`src/rtl/pipelined_control_unit_if.sv`:
```
// Control-unit bundle between the ID-stage datapath and the LEGv8 pipelined control unit.
// Master drives the ID-stage fields and flush; slave returns decode, stall and per-stage controls.
interface pipelined_control_unit_if #(
    parameter int OPC_W   = 11,
    parameter int REG_W   = 5,
    parameter int ALUOP_W = 2
);
    logic               valid_in;
    logic [OPC_W-1:0]   opcode_in;
    logic [REG_W-1:0]   rn_in;
    logic [REG_W-1:0]   rm_in;
    logic [REG_W-1:0]   rd_in;
    logic               flush_in;

    logic               id_reg2Loc;
    logic               illegal_out;
    logic               stall_out;
    logic               ex_ALUsrc;
    logic [ALUOP_W-1:0] ex_ALUop;
    logic               mem_memRead;
    logic               mem_memWrite;
    logic               mem_branch;
    logic               mem_uncond;
    logic               wb_memtoReg;
    logic               wb_regWrite;
    logic [REG_W-1:0]   wb_rd;

    modport master (
        output valid_in, opcode_in, rn_in, rm_in, rd_in, flush_in,
        input  id_reg2Loc, illegal_out, stall_out,
        input  ex_ALUsrc, ex_ALUop,
        input  mem_memRead, mem_memWrite, mem_branch, mem_uncond,
        input  wb_memtoReg, wb_regWrite, wb_rd
    );

    modport slave (
        input  valid_in, opcode_in, rn_in, rm_in, rd_in, flush_in,
        output id_reg2Loc, illegal_out, stall_out,
        output ex_ALUsrc, ex_ALUop,
        output mem_memRead, mem_memWrite, mem_branch, mem_uncond,
        output wb_memtoReg, wb_regWrite, wb_rd
    );
endinterface

```
`src/rtl/pipelined_control_unit.sv`:
```
// LEGv8 control unit for the 5-stage pipeline: ID decode, ID/EX-EX/MEM-MEM/WB control registers,
// load-use stall and branch flush. Define LOAD_USE_STALL_EN to build the load-use hazard detector.
module pipelined_control_unit #(
    parameter int OPC_W   = 11,
    parameter int REG_W   = 5,
    parameter int ALUOP_W = 2
) (
    input  logic clk,
    input  logic reset,
    pipelined_control_unit_if.slave bus
);

    localparam logic [OPC_W-1:0] OPC_LDUR = OPC_W'('b11111000010);
    localparam logic [OPC_W-1:0] OPC_STUR = OPC_W'('b11111000000);
    localparam logic [OPC_W-1:0] OPC_ADD  = OPC_W'('b10001011000);
    localparam logic [OPC_W-1:0] OPC_SUB  = OPC_W'('b11001011000);
    localparam logic [OPC_W-1:0] OPC_AND  = OPC_W'('b10001010000);
    localparam logic [OPC_W-1:0] OPC_ORR  = OPC_W'('b10101010000);
    localparam logic [5:0]       PFX_B    = 6'b000101;
    localparam logic [7:0]       PFX_CBZ  = 8'b10110100;

    localparam logic [ALUOP_W-1:0] ALUOP_ADD   = ALUOP_W'(0);
    localparam logic [ALUOP_W-1:0] ALUOP_PASSB = ALUOP_W'(1);
    localparam logic [ALUOP_W-1:0] ALUOP_RTYPE = ALUOP_W'(2);

    // Control bits that survive past ID; reg2Loc is consumed by the register file read in ID.
    typedef struct packed {
        logic               aluSrc;
        logic [ALUOP_W-1:0] aluOp;
        logic               memRead;
        logic               memWrite;
        logic               branch;
        logic               uncond;
        logic               memtoReg;
        logic               regWrite;
    } ctrl_t;

    ctrl_t            decCtrl;
    logic             decReg2Loc;
    logic             decKnown;
    logic             decUseRn;
    logic             decUseR2;

    ctrl_t            idCtrl;
    logic             stall;

    ctrl_t            exCtrl;
    logic [REG_W-1:0] exRd;
    ctrl_t            memCtrl;
    logic [REG_W-1:0] memRd;
    ctrl_t            wbCtrl;
    logic [REG_W-1:0] wbRd;

    // ------------------------------------------------------------------
    // ID decode
    // ------------------------------------------------------------------
    // NOTE: every always_comb output gets a default first, so no path leaves it unassigned and no latch is inferred.
    always_comb begin
        decCtrl    = '0;
        decReg2Loc = 1'b0;
        decKnown   = 1'b0;
        decUseRn   = 1'b0;
        decUseR2   = 1'b0;

        if (bus.opcode_in[OPC_W-1 -: 6] == PFX_B) begin
            decKnown       = 1'b1;
            decCtrl.uncond = 1'b1;
            decCtrl.aluOp  = ALUOP_PASSB;
        end else if (bus.opcode_in[OPC_W-1 -: 8] == PFX_CBZ) begin
            decKnown       = 1'b1;
            decReg2Loc     = 1'b1;
            decUseR2       = 1'b1;
            decCtrl.branch = 1'b1;
            decCtrl.aluOp  = ALUOP_PASSB;
        end else begin
            case (bus.opcode_in)
                OPC_LDUR: begin
                    decKnown         = 1'b1;
                    decReg2Loc       = 1'b1;
                    decUseRn         = 1'b1;
                    decCtrl.aluSrc   = 1'b1;
                    decCtrl.aluOp    = ALUOP_ADD;
                    decCtrl.memRead  = 1'b1;
                    decCtrl.memtoReg = 1'b1;
                    decCtrl.regWrite = 1'b1;
                end
                OPC_STUR: begin
                    decKnown         = 1'b1;
                    decReg2Loc       = 1'b1;
                    decUseRn         = 1'b1;
                    decUseR2         = 1'b1;
                    decCtrl.aluSrc   = 1'b1;
                    decCtrl.aluOp    = ALUOP_ADD;
                    decCtrl.memWrite = 1'b1;
                end
                OPC_ADD, OPC_SUB, OPC_AND, OPC_ORR: begin
                    decKnown         = 1'b1;
                    decUseRn         = 1'b1;
                    decUseR2         = 1'b1;
                    decCtrl.aluOp    = ALUOP_RTYPE;
                    decCtrl.regWrite = 1'b1;
                end
                default: ;
            endcase
        end
    end

    // An invalid ID slot is a bubble: nothing it decodes may leave ID.
    assign idCtrl          = bus.valid_in ? decCtrl : '0;
    assign bus.id_reg2Loc  = bus.valid_in & decReg2Loc;
    assign bus.illegal_out = bus.valid_in & ~decKnown;

    // ------------------------------------------------------------------
    // Load-use hazard
    // ------------------------------------------------------------------
`ifdef LOAD_USE_STALL_EN
    logic [REG_W-1:0] readReg2;
    logic             rnHit;
    logic             r2Hit;
    logic             hazard;

    assign readReg2 = decReg2Loc ? bus.rd_in : bus.rm_in;
    assign rnHit    = decUseRn & (bus.rn_in == exRd);
    assign r2Hit    = decUseR2 & (readReg2 == exRd);
    // XZR reads as zero and is never really written, so a load into it can't hazard.
    assign hazard   = bus.valid_in & exCtrl.memRead & (exRd != {REG_W{1'b1}}) & (rnHit | r2Hit);
    // A flush already squashes ID, so holding IF/ID in that cycle would only lose the branch target fetch.
    assign stall    = hazard & ~bus.flush_in;
`else
    logic unusedHazardInputs;

    assign unusedHazardInputs = ^{bus.rn_in, bus.rm_in, decUseRn, decUseR2};
    assign stall              = 1'b0;
`endif

    assign bus.stall_out = stall;

    // ------------------------------------------------------------------
    // Stage registers
    // ------------------------------------------------------------------
    // NOTE: pipeline state uses non-blocking assignments so every stage samples the previous stage's pre-edge value.
    always_ff @(posedge clk or posedge reset) begin
        if (reset) begin
            exCtrl <= '0;
            exRd   <= '0;
        end else if (bus.flush_in || stall) begin
            exCtrl <= '0;
            exRd   <= '0;
        end else begin
            exCtrl <= idCtrl;
            exRd   <= bus.valid_in ? bus.rd_in : '0;
        end
    end

    always_ff @(posedge clk or posedge reset) begin
        if (reset) begin
            memCtrl <= '0;
            memRd   <= '0;
        end else if (bus.flush_in) begin
            memCtrl <= '0;
            memRd   <= '0;
        end else begin
            memCtrl <= exCtrl;
            memRd   <= exRd;
        end
    end

    // The branch resolving in MEM is itself committed; only younger instructions are squashed.
    always_ff @(posedge clk or posedge reset) begin
        if (reset) begin
            wbCtrl <= '0;
            wbRd   <= '0;
        end else begin
            wbCtrl <= memCtrl;
            wbRd   <= memRd;
        end
    end

    assign bus.ex_ALUsrc    = exCtrl.aluSrc;
    assign bus.ex_ALUop     = exCtrl.aluOp;
    assign bus.mem_memRead  = memCtrl.memRead;
    assign bus.mem_memWrite = memCtrl.memWrite;
    assign bus.mem_branch   = memCtrl.branch;
    assign bus.mem_uncond   = memCtrl.uncond;
    assign bus.wb_memtoReg  = wbCtrl.memtoReg;
    assign bus.wb_regWrite  = wbCtrl.regWrite;
    assign bus.wb_rd        = wbRd;

    // EX-only fields are consumed before MEM and memory-only fields before WB.
    logic unusedLateFields;
    assign unusedLateFields = ^{memCtrl.aluSrc, memCtrl.aluOp, wbCtrl.aluSrc, wbCtrl.aluOp,
                                wbCtrl.memRead, wbCtrl.memWrite, wbCtrl.branch, wbCtrl.uncond};

endmodule

```
`src/flat_wrapper.sv`:
```
// flat-port wrapper written by rule: the top's interface ports become plain ports
module pipelined_control_unit_flat 
#(
    parameter int OPC_W   = 11,
    parameter int REG_W   = 5,
    parameter int ALUOP_W = 2
)
  (clk, reset, bus_valid_in, bus_opcode_in, bus_rn_in, bus_rm_in, bus_rd_in, bus_flush_in, bus_id_reg2Loc, bus_illegal_out, bus_stall_out, bus_ex_ALUsrc, bus_ex_ALUop, bus_mem_memRead, bus_mem_memWrite, bus_mem_branch, bus_mem_uncond, bus_wb_memtoReg, bus_wb_regWrite, bus_wb_rd);
  pipelined_control_unit_if #(.OPC_W(OPC_W), .REG_W(REG_W), .ALUOP_W(ALUOP_W)) bus_i ();
  input  logic clk;
  input  logic reset;
  input wire logic [$bits(bus_i.valid_in)-1:0] bus_valid_in;
  input wire logic [$bits(bus_i.opcode_in)-1:0] bus_opcode_in;
  input wire logic [$bits(bus_i.rn_in)-1:0] bus_rn_in;
  input wire logic [$bits(bus_i.rm_in)-1:0] bus_rm_in;
  input wire logic [$bits(bus_i.rd_in)-1:0] bus_rd_in;
  input wire logic [$bits(bus_i.flush_in)-1:0] bus_flush_in;
  output wire logic [$bits(bus_i.id_reg2Loc)-1:0] bus_id_reg2Loc;
  output wire logic [$bits(bus_i.illegal_out)-1:0] bus_illegal_out;
  output wire logic [$bits(bus_i.stall_out)-1:0] bus_stall_out;
  output wire logic [$bits(bus_i.ex_ALUsrc)-1:0] bus_ex_ALUsrc;
  output wire logic [$bits(bus_i.ex_ALUop)-1:0] bus_ex_ALUop;
  output wire logic [$bits(bus_i.mem_memRead)-1:0] bus_mem_memRead;
  output wire logic [$bits(bus_i.mem_memWrite)-1:0] bus_mem_memWrite;
  output wire logic [$bits(bus_i.mem_branch)-1:0] bus_mem_branch;
  output wire logic [$bits(bus_i.mem_uncond)-1:0] bus_mem_uncond;
  output wire logic [$bits(bus_i.wb_memtoReg)-1:0] bus_wb_memtoReg;
  output wire logic [$bits(bus_i.wb_regWrite)-1:0] bus_wb_regWrite;
  output wire logic [$bits(bus_i.wb_rd)-1:0] bus_wb_rd;
  assign bus_i.valid_in = bus_valid_in;
  assign bus_i.opcode_in = bus_opcode_in;
  assign bus_i.rn_in = bus_rn_in;
  assign bus_i.rm_in = bus_rm_in;
  assign bus_i.rd_in = bus_rd_in;
  assign bus_i.flush_in = bus_flush_in;
  assign bus_id_reg2Loc = bus_i.id_reg2Loc;
  assign bus_illegal_out = bus_i.illegal_out;
  assign bus_stall_out = bus_i.stall_out;
  assign bus_ex_ALUsrc = bus_i.ex_ALUsrc;
  assign bus_ex_ALUop = bus_i.ex_ALUop;
  assign bus_mem_memRead = bus_i.mem_memRead;
  assign bus_mem_memWrite = bus_i.mem_memWrite;
  assign bus_mem_branch = bus_i.mem_branch;
  assign bus_mem_uncond = bus_i.mem_uncond;
  assign bus_wb_memtoReg = bus_i.wb_memtoReg;
  assign bus_wb_regWrite = bus_i.wb_regWrite;
  assign bus_wb_rd = bus_i.wb_rd;
  pipelined_control_unit #(.OPC_W(OPC_W), .REG_W(REG_W), .ALUOP_W(ALUOP_W)) u_core (.clk(clk), .reset(reset), .bus(bus_i));
endmodule
```
`config.mk`:
```
export PLATFORM = sky130hd
export DESIGN_NAME = pipelined_control_unit_flat
export DESIGN_NICKNAME = d
export VERILOG_FILES = /design/src/rtl/pipelined_control_unit_if.sv /design/src/rtl/pipelined_control_unit.sv /design/src/flat_wrapper.sv
export SDC_FILE = /design/constraint.sdc
export NUM_CORES = 1
export LEC_CHECK = 0
export CELL_PAD_IN_SITES_DETAIL_PLACEMENT = 1
export CELL_PAD_IN_SITES_GLOBAL_PLACEMENT = 1
export CORE_MARGIN = 2
export CORE_UTILIZATION = 32
export CTS_BUF_LIST = sky130_fd_sc_hd__clkbuf_4
export CTS_CLUSTER_DIAMETER = 40
export DETAILED_ROUTE_END_ITERATION = 10
export GPL_ROUTABILITY_DRIVEN = 0
export PLACE_DENSITY_LB_ADDON = 0.3
export SYNTH_ARGS = -nofsm -noshare
export SYNTH_HDL_FRONTEND = slang
export SYNTH_SLANG_ARGS = --single-unit
```
`constraint.sdc`:
```
create_clock -name clk -period 1.55 [get_ports clk]
set_clock_uncertainty 0.15 [all_clocks]
set_input_delay 0.155 -clock clk [delete_from_list [all_inputs] [get_ports clk]]
set_output_delay 0.155 -clock clk [all_outputs]
set_load 0.01 [all_outputs]
```
==> results of run 1 <==
## final timing paths
check / from / end / slack [ns] / cells after the start
max in group asynchronous: reset / u_core.bus.wb_rd[2] / 0.93 / 3
min in group clk: bus_opcode_in[1] / u_core.exCtrl[4] / 0.09 / 3
max: bus_opcode_in[9] / bus_id_reg2Loc / -0.07 / 5
min: reset / u_core.bus.ex_ALUop[1] / 0.06 / 3
max reg2reg: u_core.exRd[3] / u_core.memRd[3] / 0.80 / 1
min reg2reg: u_core.memCtrl[0] / u_core.bus.wb_regWrite / 0.20 / 0
## layout by cell type, fill, tap and decap left out, types with 2 or more instances in the layout
cell and instances:
buf_4 18, nand4b_1 2, and4b_1 2, buf_6 4, dlygate4sd2_1 5, dfrtp_1 30
buf_2 3, nor2b_1 11, clkdlybuf4s50_1 21, clkbuf_4 7, nor2_1 4, and2_1 5
inv_1 3
## registers in the layout (all words and copies together), names as in the netlist
| name | flops |
|---|---|
| u_core.exRd | 5 |
| u_core.bus.mem_memWrite | 1 |
| u_core.bus.mem_memRead | 1 |
| u_core.bus.mem_uncond | 1 |
| u_core.memRd | 5 |
| u_core.bus.ex_ALUop | 2 |
| u_core.exCtrl | 5 |
| u_core.memCtrl | 1 |
| u_core.bus.wb_rd | 5 |
| u_core.bus.ex_ALUsrc | 1 |
| u_core.bus.wb_regWrite | 1 |
| u_core.bus.wb_memtoReg | 1 |
| u_core.bus.mem_branch | 1 |
## area by class of cell
cell class / instances / area [um2]
Clock buffer: 7 / 52.6
Fill cell: 343 / 1460
Inverter: 3 / 11.3
Multi-Input combinational cell: 40 / 300
Sequential cell: 30 / 751
Tap cell: 44 / 55.1
Timing Repair Buffer: 54 / 477
## layer usage
metal,up-vias,wire [um]
li1,363,-
met1,357,739
met2,32,1270
met3,5,154
met4,0,46
met5,-,0
## per-stage QoR
stage | worst slack (ns) | cells
after CTS | -0.0797 | 178
after global placement | -0.829 | 166
after floorplan | 0.111 | 77
after global routing | -0.126 | 178
final | -0.0680 | 178
after detailed placement | -0.908 | 166
## worst min-delay path: stages
cell and delay [ns]:
clkdlybuf4s50_1 0.40, inv_1 0.05, buf_4 0.33
## cell families after synthesis
family          synth area share
simple gates               0.214
flops                      0.711
buf+inv                   0.0355
compound gates            0.0355
other cells              0.00355
## timing repair
| item | in CTS | in global routing |
|---|---|---|
| setup endpoints to repair | 5 | 3 |
| pin swaps | 6 | 3 |
| setup buffers | 5 | 0 |
| gates resized for setup | 39 | 5 |
| hold buffers | 0 | 0 |
## power groups by stage
stage / clock (mW) / combinational, mW / sequential (mW)
after global placement: 0 / 0.129 / 0.811
final: 0.430 / 0.137 / 0.796
after global routing: 0.486 / 0.150 / 0.798
after detailed placement: 0 / 0.135 / 0.813
after CTS: 0.444 / 0.136 / 0.797
after floorplan: 0 / 0.0416 / 0.813
==> flow_summary.toml, run 1 <==
[grt]
grtUsageTotal = 0.138
grt_pass1_vias = 798
grtUsageMet2 = 0.260
grt_util_met3 = 0.0504
grt.met1_usage = 0.129
antenna_found_initial = 0
overflow = 0
grt_pass1_wl_mm = 3.56
grt_max_degree = 31
busiest_layer = "met2"

[worst_setup_path]
critPathTopFamily = "simple AND/OR/NAND/NOR gates"
crit_chain = "buf_6 -> or4b_4 -> a21boi_4 -> and4b_1 -> buf_2"
end_kind = "output port"
cp.required_ns = 1.24
path_class = "input pin to output port"
cp_max_fo = 2
max_stage_delay_ns = 0.53
path_buf_inv = 2
crit_arrival_ns = 1.31
crit_path_start_kind = "input pin"
cp_slowest_cell = "or4b_4"

[finish]
drive_above_1_share = 0.284
post-route-util = 0.531
area_growth_pct = 55.9
nNetsFinal = 164
design_area_um2 = 1650
diodes = 0

[synth]
avgSynthCellArea_um2 = 13.7
yosysMostFrequentCell = "dfrtp_1"
synth_edf_count = 0
yosysTopAreaCell = "dfrtp_1"
yosys_warnings = 0
synth_common_cells = "30 x dfrtp_1, 11 x nor2b_1, 5 x and2_1, 4 x nor2_1"
synth_ff_type = "dfrtp_1"
ys_types = 25
ys_seq_area_frac = 0.711
ys_ff_latch = 30
synthesis.area_um2 = 1060
synth_area_leaders = "dfrtp_1 71%, nor2b_1 6.5%, and2_1 3.0%"
async_reset_ff_frac = 1.00
yosys.area.top_type_share = 0.711
syn-num-nets = 107
synthCells = 77

[place]
post-dp-hpwl_mm = 1.71
placed_area_um2 = 1540
portBuffers = 35

[routing]
viasPerCell = 4.25
drt_iter0_drc = 14
drt_pass1_iterations = 4
vias = 757
wire_per_inst_um = 12.4
drc = 0
antenna_left = 0
wl_mm = 2.22

[power]
p_per_area_nw_per_um2 = 828
internal_power_mw = 1.08
p_leak_nw = 0.831
p_sw_mw = 0.287
power_frac_comb = 0.100
power.total_mw = 1.36
switching_share = 0.210
p_seq_frac = 0.584
ir_drop_mv = 0.256
p_clk_frac = 0.316

[clocking]
cts.root.buffer_cell = "clkbuf_4"
insertion_delay_ns = 0.31
cts_sinks = 30
cts_made_buffers = 5
clkTransAtPathRegs_ns = 0.08
cts_max_path_buffers = 2
cts_tree = "built"
h-tree-depth = 2

[timing]
tns_ns = -0.121
finalSetupViolCount = 2
final-hold-violation-count = 0
rsz0062_at_grt = "yes"
finalMaxSlewViolations = 0
final.min_clock_period_ns = 1.62
fmax_mhz = 618
fin_ws_ns = -0.0680
period_share = 1.04
timing.hold.ws_ns = 0.0620

[floorplanning]
core_area_um2 = 3100
rows = 20
die_w_um = 61.4
die_h_um = 61.4
dieArea_um2 = 3780
num_io_pins = 47
start_util = 0.340

[status]
violations = "setup timing"
status = "finished, violations left"

[min_path]
hp-class = "input pin to async pin"

[run]
maxCapViolations = 0
Power figures use the tool's default switching activity.
==> run 2: changes to the inputs <==
--- a/config.mk
+++ b/config.mk
@@ -8,10 +8,11 @@
 export CELL_PAD_IN_SITES_DETAIL_PLACEMENT = 1
 export CELL_PAD_IN_SITES_GLOBAL_PLACEMENT = 1
 export CORE_MARGIN = 2
-export CORE_UTILIZATION = 32
+export CORE_UTILIZATION = 40
 export CTS_BUF_LIST = sky130_fd_sc_hd__clkbuf_4
 export CTS_CLUSTER_DIAMETER = 40
 export DETAILED_ROUTE_END_ITERATION = 10
+export DONT_BUFFER_PORTS = 1
 export GPL_ROUTABILITY_DRIVEN = 0
 export PLACE_DENSITY_LB_ADDON = 0.3
 export SYNTH_ARGS = -nofsm -noshare
==> flow_summary.toml, run 2 (synthesis gave the netlist of run 1 again) <==
[routing]
vias = 673
drc = 0
drt_pass1_iterations = 3
drt_iter0_drc = 3
wire_per_inst_um = 16.3
antenna_left = 0
viasPerCell = 4.95
wl_mm = 2.22

[worst_setup_path]
crit_path_start_kind = "input pin"
critPathTopFamily = "buffers and inverters"
cp.depth = 3
path_class = "input pin to output port"
crit_arrival_ns = 1.20
max_stage_delay_ns = 0.54
r2r_cells = 2
end_kind = "output port"
cp_max_fo = 3
crit_chain = "dlygate4sd3_1 -> nand4b_1 -> o2111a_1"
cp.required_ns = 1.24
path_buf_inv = 1
cp_slowest_cell = "dlygate4sd3_1"

[grt]
overflow = 0
antenna_found_initial = 0
grtUsageTotal = 0.162
grt_max_degree = 29
grt_pass1_wl_mm = 3.68
grt_pass1_vias = 758

[finish]
area_growth_pct = 30.9
nNetsFinal = 136
design_area_um2 = 1380
drive_above_1_share = 0.142
diodes = 0
mostFrequentLayoutCell = "dfrtp_1"
mostFrequentLayoutCells = "30 x dfrtp_1, 22 x dlygate4sd3_1, 10 x nor2b_1"
stdcell_count = 136

[timing]
tns_ns = 0
final-hold-violation-count = 0
final.min_clock_period_ns = 1.51
rsz0062_at_grt = "no"
fmax_mhz = 664
finalSetupViolCount = 0
finalMaxSlewViolations = 0
period_share = 0.971

[run]
maxCapViolations = 0

[place]
portBuffers = 0
placed_area_um2 = 1080
dp_cells = 105
post-dp-hpwl_mm = 1.24

[min_path]
hp-class = "input pin to flop"
min_path_cells = 3

[clocking]
cts_made_buffers = 5
cts.root.buffer_cell = "clkbuf_4"
insertion_delay_ns = 0.31
cts_sinks = 30
clkTransAtPathRegs_ns = 0.08
h-tree-depth = 2
cts_max_path_buffers = 2
cts_tree = "built"

[floorplanning]
num_io_pins = 47
die_h_um = 55.4
start_util = 0.422
die_w_um = 55.4
dieArea_um2 = 3070
core_area_um2 = 2500
rows = 18

[status]
status = "finished, final reports clean"

[power]
p_leak_nw = 0.671
p_per_area_nw_per_um2 = 963
ir_drop_mv = 0.623
power.total_mw = 1.33
-- run 2: worst register-to-register path, cell delays in order (launching register included) --
cell and delay [ns]:
dfrtp_1 0.36, nor2b_1 0.12, dlygate4sd3_1 0.55
-- run 2: stage by stage --
step / util / setup slack (ns) / hold slack (ns)
6_report: 0.553 / 0.0447 / 0.0330
5_1_grt: 0.553 / 0.0222 / 0.0494
4_1_cts: 0.538 / 0.0211 / 0.0179
3_5_place_dp: 0.433 / 0.0982 / -0.237
3_3_place_gp: 0.433 / 0.106 / -0.238
2_1_floorplan: - / 0.111 / 0.0714
-- run 2: power by group --
part | switching [mW] | internal, mW
combinational | 0.0415 | 0.0514
clock | 0.233 | 0.206
sequential | 0.00585 | 0.794
total | 0.281 | 1.05
-- run 2: per-layer routing --
metal  share of wire  vias up  GRT usage
met2            0.57       34      0.284
met4           0.012        0     0.0836
met5               0        -          0
met1            0.34      327      0.166
li1                -      310          -
met3           0.078        2     0.0632
-- run 2: final timing paths --
check	from	to	slack, ns
worst min-delay path	bus_opcode_in[9]	u_core.bus.ex_ALUop[1]	0.03
min in group asynchronous	reset	u_core.memRd[1]	0.22
max in group asynchronous	reset	u_core.bus.wb_rd[4]	0.55
worst max register to register	u_core.exRd[0]	u_core.memRd[0]	0.26
worst max-delay path	bus_opcode_in[4]	bus_illegal_out	0.04
worst min register to register	u_core.memRd[2]	u_core.bus.wb_rd[2]	0.20
-- run 2: repair_timing --
| action | 4_1_cts | 5_1_grt |
|---|---|---|
| hold endpoints to repair | 53 | 5 |
| gates resized for setup | 0 | 3 |
| buffers inserted | 0 | 2 |
| hold buffers | 21 | 1 |
| endpoints found under the setup margin | 0 | 7 |
-- run 2: area by class of cell --
cell class | instances | area (um2)
multi-input cells | 40 | 280
clock buffers | 7 | 52.6
repair buffers | 26 | 250
inverters | 3 | 11.3
flip-flops and latches | 30 | 751
fillers | 264 | 1120
well taps | 30 | 37.5
